<file path="src/rtl/fib_seq_gen.sv">
// Fibonacci term generator with programmable seeds and run length.
// Streams terms over valid/ready and flags values that overflowed WIDTH bits.
module fib_seq_gen #(
    parameter int WIDTH       = 32,
    parameter int IDX_W       = 8,
    parameter int STOP_ON_OVF = 0
) (
    input  logic             clk,
    input  logic             rst,
    input  logic             start,
    input  logic [WIDTH-1:0] seed_a,
    input  logic [WIDTH-1:0] seed_b,
    input  logic [IDX_W-1:0] n_terms,
    input  logic             out_ready,
    output logic             out_valid,
    output logic [WIDTH-1:0] out_data,
    output logic [IDX_W-1:0] out_idx,
    output logic             out_ovf,
    output logic             busy,
    output logic             done,
    output logic             ovf
);

    typedef enum logic [1:0] {
        IDLE,
        RUN,
        DONE
    } state_t;

    state_t           state;
    state_t           state_nx;
    logic [WIDTH-1:0] cur;
    logic [WIDTH-1:0] nxt;
    logic             w_cur;
    logic             w_nxt;
    logic [IDX_W-1:0] idx;
    logic [IDX_W-1:0] last;
    logic             ovf_q;
    logic [WIDTH:0]   sum;
    logic             w_sum;
    logic             xfer;
    logic             is_last;
    logic             stop_hit;

    assign sum      = {1'b0, cur} + {1'b0, nxt};
    assign w_sum    = sum[WIDTH] | w_cur | w_nxt;
    assign xfer     = (state == RUN) && out_ready;
    assign is_last  = (idx == last);
    // In stop mode the run ends instead of ever presenting a flagged term
    assign stop_hit = (STOP_ON_OVF != 0) && w_nxt;

    always_comb begin
        state_nx = state;
        case (state)
            IDLE: begin
                if (start) begin
                    state_nx = (n_terms == '0) ? DONE : RUN;
                end
            end
            RUN: begin
                if (xfer && (is_last || stop_hit)) begin
                    state_nx = DONE;
                end
            end
            DONE:    state_nx = IDLE;
            default: state_nx = IDLE;
        endcase
    end

    always_ff @(posedge clk) begin
        if (rst) begin
            state <= IDLE;
            cur   <= '0;
            nxt   <= '0;
            w_cur <= 1'b0;
            w_nxt <= 1'b0;
            idx   <= '0;
            last  <= '0;
            ovf_q <= 1'b0;
        end else begin
            state <= state_nx;
            if (state == IDLE && start) begin
                cur   <= seed_a;
                nxt   <= seed_b;
                w_cur <= 1'b0;
                w_nxt <= 1'b0;
                idx   <= '0;
                last  <= n_terms - 1'b1;
                ovf_q <= 1'b0;
            end else if (xfer && !is_last) begin
                if (w_nxt) begin
                    ovf_q <= 1'b1;
                end
                if (!stop_hit) begin
                    cur   <= nxt;
                    nxt   <= sum[WIDTH-1:0];
                    w_cur <= w_nxt;
                    w_nxt <= w_sum;
                    idx   <= idx + 1'b1;
                end
            end
        end
    end

    assign out_valid = (state == RUN);
    assign out_data  = cur;
    assign out_idx   = idx;
    assign out_ovf   = out_valid & w_cur;
    assign busy      = (state != IDLE);
    assign done      = (state == DONE);
    assign ovf       = ovf_q;

endmodule

</file>
<file path="config.mk">
export PLATFORM = sky130hd
export DESIGN_NAME = fib_seq_gen
export DESIGN_NICKNAME = d
export VERILOG_FILES = /design/src/rtl/fib_seq_gen.sv
export SDC_FILE = /design/constraint.sdc
export NUM_CORES = 1
export LEC_CHECK = 0
export CORE_MARGIN = 2
export CORE_UTILIZATION = 40
export CTS_CLUSTER_SIZE = 24
export DETAILED_ROUTE_END_ITERATION = 8
export PLACE_DENSITY = 0.73
export SLEW_MARGIN = 5
export SYNTH_ARGS = -nofsm -noshare
export SYNTH_HDL_FRONTEND = slang
export SYNTH_SLANG_ARGS = --single-unit
</file>
<file path="constraint.sdc">
create_clock -name clk -period 2.8 [get_ports clk]
set_input_delay 0.28 -clock clk [delete_from_list [all_inputs] [get_ports clk]]
set_output_delay 0.28 -clock clk [all_outputs]
set_load 0.03 [all_outputs]
</file>
==> summary.txt, run 1 <==
status - finished, final reports clean
FILL cells - 1207
std cell rows - 41
Post-Syn Nets - 770
Post-synth top flop - dfxtp_1
DR pass1 iterations - 6
first-pass GRT wire length - 25100 um
design area - 6960 um^2
cell taking the most area after synthesis - dfxtp_1
DIE WIDTH - 119 um
Vias/cell - 5.64
DP Area - 6620 um^2
1st-iter DRT viols - 463
final setup vio count - 0
share of cells above drive strength 1 - 0.0639
total CTS buffers - 9
worst min path class - input port to flip-flop
Pint - 2600 uW
Die Ht - 119 um
Synth area leaders - dfxtp_1, ha_1, a21oi_1, nand2_1, nor2_1
Yosys top cell area share - 0.323
fin crit period - 2660 ps
Arr. time, crit path - 2890 ps
Setup TNS - 0 ps
Yosys warnings - 0
Post-synth EDFFs - 0
PortBufs - 120
Netlist cell types - 65
total grt overflow - 0
CTS tree - built
Psw - 1240 uW
Rel. slew slack - 0.659
Reg power frac - 0.371
combinational share of power - 0.297
Async S/R FF share, synth - 0
worst slew pin tran - 499 ps
Mapped Area - 5270 um^2
Final Skew - 5.60 ps
Mapped Cells - 658
vias in the first global route - 5197
Root Driver - clkbuf_16
Crit Path Category - flip-flop to flip-flop
via count - 5295
Total Routing Usage GR - 0.217
Placed Cells - 923
Net Sw Frac - 0.322
Startpoint Class - flip-flop
leakage power - 0.00271 uW
clock tree sinks - 85
DRC - 0
Worst-path clk slew - 60 ps
postcts setup bufs - 0
post-synthesis register bit count - 85
Max Slew Vio Count - 0
peak supply drop - 0.287 mV
Top Ports - 121
DIE AREA - 14100 um^2
Max Freq - 376 MHz
HPWL after detailed placement - 11100 um
fin cells - 939
drt wl/cell - 16.0 um
core box area - 12700 um^2
clk buf depth - 2
initial antenna violation count - 0
Final #Nets - 874
register area share after synthesis - 0.323
overall power - 3840 uW
drt total wl - 15100 um
ratio of final minimum period to clock period - 0.950
PwrDens - 551 nW/um^2
Final ANT Viol Nets - 0
ant diodes - 0
Worst Path Required - 3030 ps
final core utilization - 0.547
largest net degree at the start of global routing - 36
htree depth - 3
latest clock arrival within the worst-skew pair - 350 ps
Max-cap violations - 0
Starting Density - 0.414
CP max FO - 3
Post-Syn Area per Cell - 8.01 um^2
Area Overhead vs Synth - 32.1%
clock power share - 0.332
crit path capture type - flip-flop
count of final hold-check violations - 0
Final Wtd Congestion - 0.920
==> final timing paths <==
kind	from	end	slack, ps	cells after the start
setup / recovery	out_data[0]	nxt[16]	140	11
hold / removal	rst	nxt[20]	400	2
setup reg to reg	out_data[0]	nxt[16]	140	11
hold reg to reg	out_data[18]	out_data[18]	480	2
==> per-stage QoR <==
step	setup WS (ps)	hold slack, ps
finish	139	399
global placement	157	464
CTS	26.7	369
detailed placement	40.8	469
global route	-5.15	432
floorplan	129	376
==> layout by cell type, fill, tap and decap left out, types with 8 or more instances in the layout <==
cell / synthesis / routed
nor3_1: 10 / 9
mux2i_1: 9 / 9
a21o_1: 10 / 10
a21oi_1: 72 / 69
nand3_1: 12 / 12
nand2_1: 81 / 81
dfxtp_1: 85 / 85
ha_1: 35 / 35
inv_1: 11 / 11
xnor2_1: 13 / 13
a22oi_1: 34 / 34
a211oi_1: 18 / 17
clkdlybuf4s50_1: 0 / 119
nor2_1: 76 / 76
buf_4: 2 / 16
a2111oi_0: 14 / 11
o21ai_0: 15 / 14
clkbuf_16: 0 / 9
nand2b_1: 8 / 8
xor2_1: 27 / 27
==> flip-flops by register name (all words and copies together), names as in the netlist <==
| name | count |
|---|---|
| ovf | 1 |
| last | 8 |
| out_idx | 8 |
| nxt | 32 |
| state | 2 |
| out_data | 32 |
| w_nxt | 1 |
| w_cur | 1 |
==> worst max-delay path: stages, from the launching register on <==
cell	delay [ps]
dfxtp_1	310
ha_1	240
fa_1	420
a211oi_2	280
o21ai_1	140
nand3_1	160
buf_4	130
nand3_1	130
nand3_1	120
nand2_1	70
xnor2_1	140
a2111oi_1	400
==> cell type report <==
type	instances	area, um^2	share of cell area
Clock inverter	4	72.6	0.0104
Timing Repair Buffer	137	1340	0.192
Clock buffer	12	236	0.0340
Sequential cell	85	1700	0.244
Multi-Input combinational cell	518	3360	0.482
Tap cell	172	215	0.0309
Inverter	11	41.3	0.00593
==> routing by layer <==
| metal | GRT usage | wire, um | vias up |
|---|---|---|---|
| met3 | 0.0487 | 830 | 25 |
| li1 | - | - | 2595 |
| met1 | 0.266 | 6640 | 2510 |
| met5 | 0 | 0 | - |
| met2 | 0.367 | 7260 | 165 |
| met4 | 0.0856 | 327 | 0 |
==> cell usage after synthesis, drive strengths merged, types with 7 or more instances <==
library cell / n
inv: 11
a21o: 10
dfxtp: 85
nor3: 10
nor2: 77
buf: 18
clkbuf: 26
a21oi: 73
nand2: 81
ha: 35
xor2: 27
mux2i: 9
nand4: 7
nand2b: 8
xnor2: 13
nand3: 12
a211oi: 18
a22oi: 34
a2111oi: 17
o21ai: 19
==> power groups by stage <==
stage | clock (uW) | sequential [uW] | combinational (uW)
2_1_floorplan | 0 | 1500 | 682
3_3_place_gp | 0 | 1440 | 1090
3_5_place_dp | 0 | 1450 | 1120
4_1_cts | 1300 | 1420 | 1130
5_1_grt | 1350 | 1440 | 1260
6_report | 1280 | 1420 | 1140
==> logic make-up (layout without fill, tap and decap cells) <==
| kind of cell | count (synthesis) | in the layout | synth area share |
|---|---|---|---|
| xor+xnor | 40 | 40 | 0.0665 |
| flops | 85 | 85 | 0.323 |
| fa+ha+maj | 36 | 36 | 0.0869 |
| buf+inv | 55 | 164 | 0.0458 |
| simple gates | 225 | 225 | 0.191 |
| mux | 12 | 12 | 0.0235 |
| compound gates | 205 | 205 | 0.263 |
==> what timing repair did <==
| action | CTS | global route |
|---|---|---|
| hold buffers | 0 | 0 |
| endpoints found under the setup margin | 0 | 8 |
| gates resized for setup | 0 | 10 |
Note: power is estimated with default switching activity, not from simulation.
==> run 2: changes to the inputs <==
Settings changed: CORE_UTILIZATION 40 to 51, PLACE_DENSITY 0.73 to 0.88.
==> run 2 against run 1 <==
Effect of this change: design area fell by 2.7%; hold slack got worse by 100 ps; largest power group unchanged; largest cell class unchanged; critical endpoint is now nxt[27]; die area fell by 21%.
==> summary.txt, run 2 (synthesis results as in run 1) <==
RSZ-0062 raised after global routing - true
Root Driver - clkbuf_8 (was clkbuf_16)
std cell rows - 37 (was 41)
share of cells above drive strength 1 - 0.0577 (was 0.0639)
DIE AREA - 11200 um^2 (was 14100 um^2)
ratio of final minimum period to clock period - 0.949 (was 0.950)
largest net degree at the start of global routing - 37 (was 36)
clock tree sinks - 85 (unchanged)
Vias/cell - 5.97 (was 5.64)
Area Overhead vs Synth - 28.6% (was 32.1%)
1st-iter DRT viols - 262 (was 463)
Final ANT Viol Nets - 0 (unchanged)
Register-to-Register Path Depth - 9 (was 11)
fin crit period - 2660 ps (about the same)
DR pass1 iterations - 6 (unchanged)
GR Layer Usage met2 - 0.453 (was 0.367)
vias in the first global route - 5234 (was 5197)
GR Util met3 - 0.0439 (was 0.0487)
Arr. time, crit path - 2940 ps (was 2890 ps)
most crowded layer after global routing - met2 (unchanged)
Net Sw Frac - 0.340 (was 0.322)
core box area - 10200 um^2 (was 12700 um^2)
commonest cells after routing, fill and taps aside - clkdlybuf4s50_1, dfxtp_1, nand2_1, nor2_1, a21oi_1 (unchanged)
CTS tree - built (unchanged)
clk buf depth - 2 (unchanged)
final setup vio count - 0 (unchanged)
count of final hold-check violations - 0 (unchanged)
latest clock arrival within the worst-skew pair - 370 ps (was 350 ps)
PwrDens - 514 nW/um^2 (was 551 nW/um^2)
Total Routing Usage GR - 0.261 (was 0.217)
Starting Density - 0.517 (was 0.414)
ant diodes - 0 (unchanged)
first-pass GRT wire length - 23900 um (was 25100 um)
combinational share of power - 0.324 (was 0.297)
most common cell after layout, fill and taps aside - clkdlybuf4s50_1 (unchanged)
Startpoint Class - flip-flop (unchanged)
total grt overflow - 0 (unchanged)
status - finished, final reports clean (unchanged)
Psw - 1180 uW (was 1240 uW)
DRC - 0 (unchanged)
Setup WS pre-CTS - 39.2 ps (was 40.8 ps)
Worst Path Required - 3080 ps (was 3030 ps)
Worst-path clk slew - 90 ps (was 60 ps)
htree depth - 3 (unchanged)
Crit Path Category - flip-flop to flip-flop (unchanged)
Max-cap violations - 0 (unchanged)
overall power - 3480 uW (was 3840 uW)
Final Wtd Congestion - 0.927 (was 0.920)
Cells on Worst Hold Path - 2 (unchanged)
crit path capture type - flip-flop (unchanged)
total CTS buffers - 9 (unchanged)
HPWL after detailed placement - 10500 um (was 11100 um)
Max Freq - 376 MHz (about the same)
PortBufs - 120 (unchanged)
Final Skew - 13.8 ps (was 5.60 ps)
CP max FO - 7 (was 3)
clock power share - 0.267 (was 0.332)
PnR worst setup slack - 143 ps (was 139 ps)
worst slew pin tran - 576 ps (was 499 ps)
drt wl/cell - 16.2 um (was 16.0 um)
Pint - 2300 uW (was 2600 uW)
drt total wl - 14500 um (was 15100 um)
worst min path class - input port to flip-flop (unchanged)
leakage power - 0.00265 uW (was 0.00271 uW)
Die Ht - 106 um (was 119 um)
hold_buf cts - 0 (unchanged)
Rel. slew slack - 0.615 (was 0.659)
Max Slew Vio Count - 0 (unchanged)
initial antenna violation count - 0 (unchanged)
Top Ports - 121 (unchanged)
peak supply drop - 0.272 mV (was 0.287 mV)
Reg power frac - 0.408 (was 0.371)
global routing usage on met1 - 0.319 (was 0.266)
Final #Nets - 870 (was 874)
via count - 5363 (was 5295)
DIE WIDTH - 106 um (was 119 um)
==> run 2: critical path, stage by stage, from the launching register on <==
cell,delay [ps]
dfxtp_1,330
ha_1,400
a21oi_1,210
o22ai_1,140
a41o_1,260
a32o_2,290
a2111oi_4,400
o21ai_1,150
xnor2_1,150
a211oi_1,250
==> run 2: stage by stage <==
step                      TNS, ps  hold WS (ps)  area (um^2)  cells  utilization
after floorplan                 0           376         5270    658            -
after global placement          0           454         6550    883        0.643
after detailed placement        0           461         6550    883        0.643
after CTS                       0           291         6760    899        0.664
after global routing        -47.7           320         6770    899        0.665
final                           0           298         6770    899        0.665
==> run 2: path summary, 6_finish.rpt <==
| kind | from | slack (ps) | to |
|---|---|---|---|
| max | out_data[10] | 140 | nxt[27] |
| min reg2reg | state[1] | 470 | state[1] |
| min | rst | 300 | nxt[20] |
| max reg2reg | out_data[10] | 140 | nxt[27] |
==> run 2: power groups by stage <==
stage / clock network (uW) / registers, uW / logic, uW
global placement: 0 / 1440 / 1070
CTS: 945 / 1420 / 1120
global route: 997 / 1430 / 1240
finish: 930 / 1420 / 1130
detailed placement: 0 / 1450 / 1110
floorplan: 0 / 1500 / 682
==> run 2: repair_timing <==
item	CTS	global route
setup buffers	0	0
resized for setup	0	7
setup endpoints to repair	0	8
==> run 2: routing by layer <==
metal  part of all wire  wire [um]  up-vias
li1                   -          -     2591
met5                  0          0        -
met2               0.49       7130      195
met1               0.42       6150     2544
met3              0.060        871       33
met4              0.026        381        0
==> run 2: area by class of cell <==
class / count / area, um^2
multi-input cells: 518 / 3340
well taps: 136 / 170
inverters: 11 / 41.3
clock buffers: 13 / 169
repair buffers: 133 / 1310
flip-flops and latches: 85 / 1700
clock inverters: 3 / 42.5
fillers: 811 / 3410
==> run 3: changes to the inputs <==
Settings changed: ABC_AREA from default to 1, CORE_UTILIZATION 51 to 53, PLACE_DENSITY 0.88 to default, PLACE_DENSITY_LB_ADDON from default to 0.12.
==> run 3 against run 2 <==
Effect of this change: clock skew decreased by 6.0 ps; largest cell class unchanged; count of clock-buffer cells in the layout is 1 lower; flip-flop and latch count stayed put; maximum frequency rose by 13%; largest power group unchanged.
==> summary.txt, run 3 <==
ratio of final minimum period to clock period - 0.840 (was 0.949)
register area share after synthesis - 0.280 (was 0.323)
Synth Area in Simple Gates - 0.327 (was 0.191)
most common cell after layout, fill and taps aside - nand2_1 (was clkdlybuf4s50_1)
Final Wtd Congestion - 0.951 (was 0.927)
Setup TNS - 0 ps (unchanged)
vias in the first global route - 6088 (was 5234)
total CTS buffers - 9 (unchanged)
Mapped Area - 6070 um^2 (was 5270 um^2)
cell taking the most area after synthesis - dfxtp_1 (unchanged)
first-pass GRT wire length - 29200 um (was 23900 um)
Max Slew Vio Count - 0 (unchanged)
FILL cells - 1077 (was 811)
highest-delay cell along the critical path - fa_1 (was ha_1)
Top Ports - 121 (unchanged)
Yosys top cell area share - 0.280 (was 0.323)
Placed Cells - 1233 (was 883)
Setup WS pre-CTS - 516 ps (was 39.2 ps)
Final ANT Viol Nets - 0 (unchanged)
Synth area leaders - dfxtp_1, nand2_1, inv_1, ha_1, a21oi_1 (was dfxtp_1, ha_1, a21oi_1, nand2_1, nor2_1)
Vias/cell - 5.22 (was 5.97)
Total Routing Usage GR - 0.288 (was 0.261)
PwrDens - 493 nW/um^2 (was 514 nW/um^2)
peak supply drop - 0.344 mV (was 0.272 mV)
Async S/R FF share, synth - 0 (unchanged)
Area Overhead vs Synth - 26.1% (was 28.6%)
total grt overflow - 0 (unchanged)
via count - 6520 (was 5363)
Post-Synth Adder-Cell Area - 0.0754 (was 0.0869)
Max Freq - 425 MHz (was 376 MHz)
CP max FO - 4 (was 7)
crit path capture type - flip-flop (unchanged)
initial antenna violation count - 0 (unchanged)
postcts setup bufs - 0 (unchanged)
largest net degree at the start of global routing - 67 (was 37)
final core utilization - 0.677 (was 0.665)
crit-path cells - ha_1, fa_1, nand3_1, nand3_1, nand3_1, nand3_1, nand2_1, a21oi_1, o21ai_0, a21oi_1 (was ha_1, a21oi_1, o22ai_1, a41o_1, a32o_2, a2111oi_4, o21ai_1, xnor2_1, a211oi_1)
ant diodes - 0 (unchanged)
std cell rows - 39 (was 37)
commonest cells in the netlist - nand2_1, inv_1, dfxtp_1 (was dfxtp_1, nand2_1, nor2_1)
share of cells above drive strength 1 - 0.0289 (was 0.0577)
CP peak stage delay - 480 ps (was 400 ps)
post-synthesis compound-gate area fraction - 0.162 (was 0.263)
fin crit period - 2350 ps (was 2660 ps)
Startpoint Class - flip-flop (unchanged)
Starting Density - 0.536 (was 0.517)
post-synthesis register bit count - 85 (unchanged)
worst slew pin tran - 691 ps (was 576 ps)
Worst-path clk slew - 60 ps (was 90 ps)
DR pass1 iterations - 5 (was 6)
core box area - 11300 um^2 (was 10200 um^2)
Netlist cell types - 34 (was 65)
PortBufs - 120 (unchanged)
Multi-input gate area - 3620 um^2 (was 3340 um^2)
most frequent cell after synthesis - nand2_1 (was dfxtp_1)
1st-iter DRT viols - 526 (was 262)
Final Skew - 7.83 ps (was 13.8 ps)
htree depth - 3 (unchanged)
area share of xor/xnor cells in the synthesized design - 0.0317 (was 0.0665)
DRC - 0 (unchanged)
Root Driver - clkbuf_16 (was clkbuf_8)
clock tree sinks - 85 (unchanged)
CTS tree - built (unchanged)
Post-synth top flop - dfxtp_1 (unchanged)
Post-CTS Resized - 0 (unchanged)
commonest cells after routing, fill and taps aside - nand2_1, inv_1, clkdlybuf4s50_1, dfxtp_1, a21oi_1 (was clkdlybuf4s50_1, dfxtp_1, nand2_1, nor2_1, a21oi_1)
Arr. time, crit path - 2590 ps (was 2940 ps)
drt wl/cell - 14.0 um (was 16.2 um)
clk buf depth - 2 (unchanged)
PnR worst setup slack - 447 ps (was 143 ps)
status - finished, final reports clean (unchanged)
Mapped Cells - 995 (was 658)
RSZ-0062 raised after global routing - false (was true)
DIE AREA - 12300 um^2 (was 11200 um^2)
Yosys warnings - 0 (unchanged)
count of final hold-check violations - 0 (unchanged)
DIE WIDTH - 111 um (was 106 um)
leakage power - 0.00372 uW (was 0.00265 uW)
drt total wl - 17500 um (was 14500 um)
post-synthesis mux area share - 0 (was 0.0235)
Register Area - 1700 um^2 (unchanged)
Critical Path Most Common Cell - nand3_1
final setup vio count - 0 (unchanged)
Die Ht - 111 um (was 106 um)
Worst Path Required - 3030 ps (was 3080 ps)
hold_buf cts - 0 (unchanged)
Post-Syn Nets - 1107 (was 770)
fin cells - 1249 (was 899)
Final #Nets - 1213 (was 870)
worst min path class - input port to flip-flop (unchanged)
latest clock arrival within the worst-skew pair - 350 ps (was 370 ps)
Max-cap violations - 0 (unchanged)
Rel. slew slack - 0.539 (was 0.615)
Post-synth EDFFs - 0 (unchanged)
Crit Path Category - flip-flop to flip-flop (unchanged)
main combinational cell family by area after synthesis - simple AND/OR/NAND/NOR gates (was compound AO/OA/AOI/OAI gates)
Post-Syn Area per Cell - 6.10 um^2 (was 8.01 um^2)
HPWL after detailed placement - 12500 um (was 10500 um)
run 3: layer usage:
layer | track usage | vias up | wire length, um
li1 | - | 3361 | -
met1 | 0.388 | 2904 | 8050
met2 | 0.473 | 227 | 7930
met3 | 0.0448 | 28 | 1140
met4 | 0.100 | 0 | 386
met5 | 0 | - | 0
run 3: layout make-up:
cell class | count | area share
clock buffer | 12 | 0.0322
timing repair buffer | 126 | 0.165
multi-input combinational | 721 | 0.473
tap | 143 | 0.0234
inverter | 158 | 0.0776
clock inverter | 4 | 0.00621
sequential | 85 | 0.222
run 3: logic make-up (layout without fill, tap and decap cells):
logic type                 Yosys count  in the layout
and+or+nand+nor                    497            497
buffers and inverters              189            300
AOI/OAI and AO/OA                  166            166
DFF                                 85             85
adders and majority gates           36             36
xor gates and xnor gates            22             22
run 3: final timing paths:
| check | startpoint | end | slack [ps] | cells after the start |
|---|---|---|---|---|
| max reg2reg | out_data[0] | w_nxt | 450 | 10 |
| max | out_data[0] | w_nxt | 450 | 10 |
| min reg2reg | ovf | ovf | 460 | 2 |
| min | rst | out_data[31] | 420 | 2 |
run 3: worst max-delay path, delay by kind of cell (launching register included):
family	cells	cell delay [ps]
fa+ha+maj	2	740
simple gates	5	780
flops	1	340
compound gates	3	380
run 3: per-stage QoR:
stage               instance area [um^2]  hold WS, ps  power, uW
finish                              7660          424       3780
global route                        7660          438       3970
global placement                    7360          444       2550
detailed placement                  7360          451       2570
floorplan                           6070          370       2180
CTS                                 7660          420       3770
run 3: power by group:
| part | internal, uW | switching, uW | total [uW] |
|---|---|---|---|
| Clock | 713 | 505 | 1220 |
| Combinational | 467 | 671 | 1140 |
| Sequential | 1320 | 100 | 1420 |
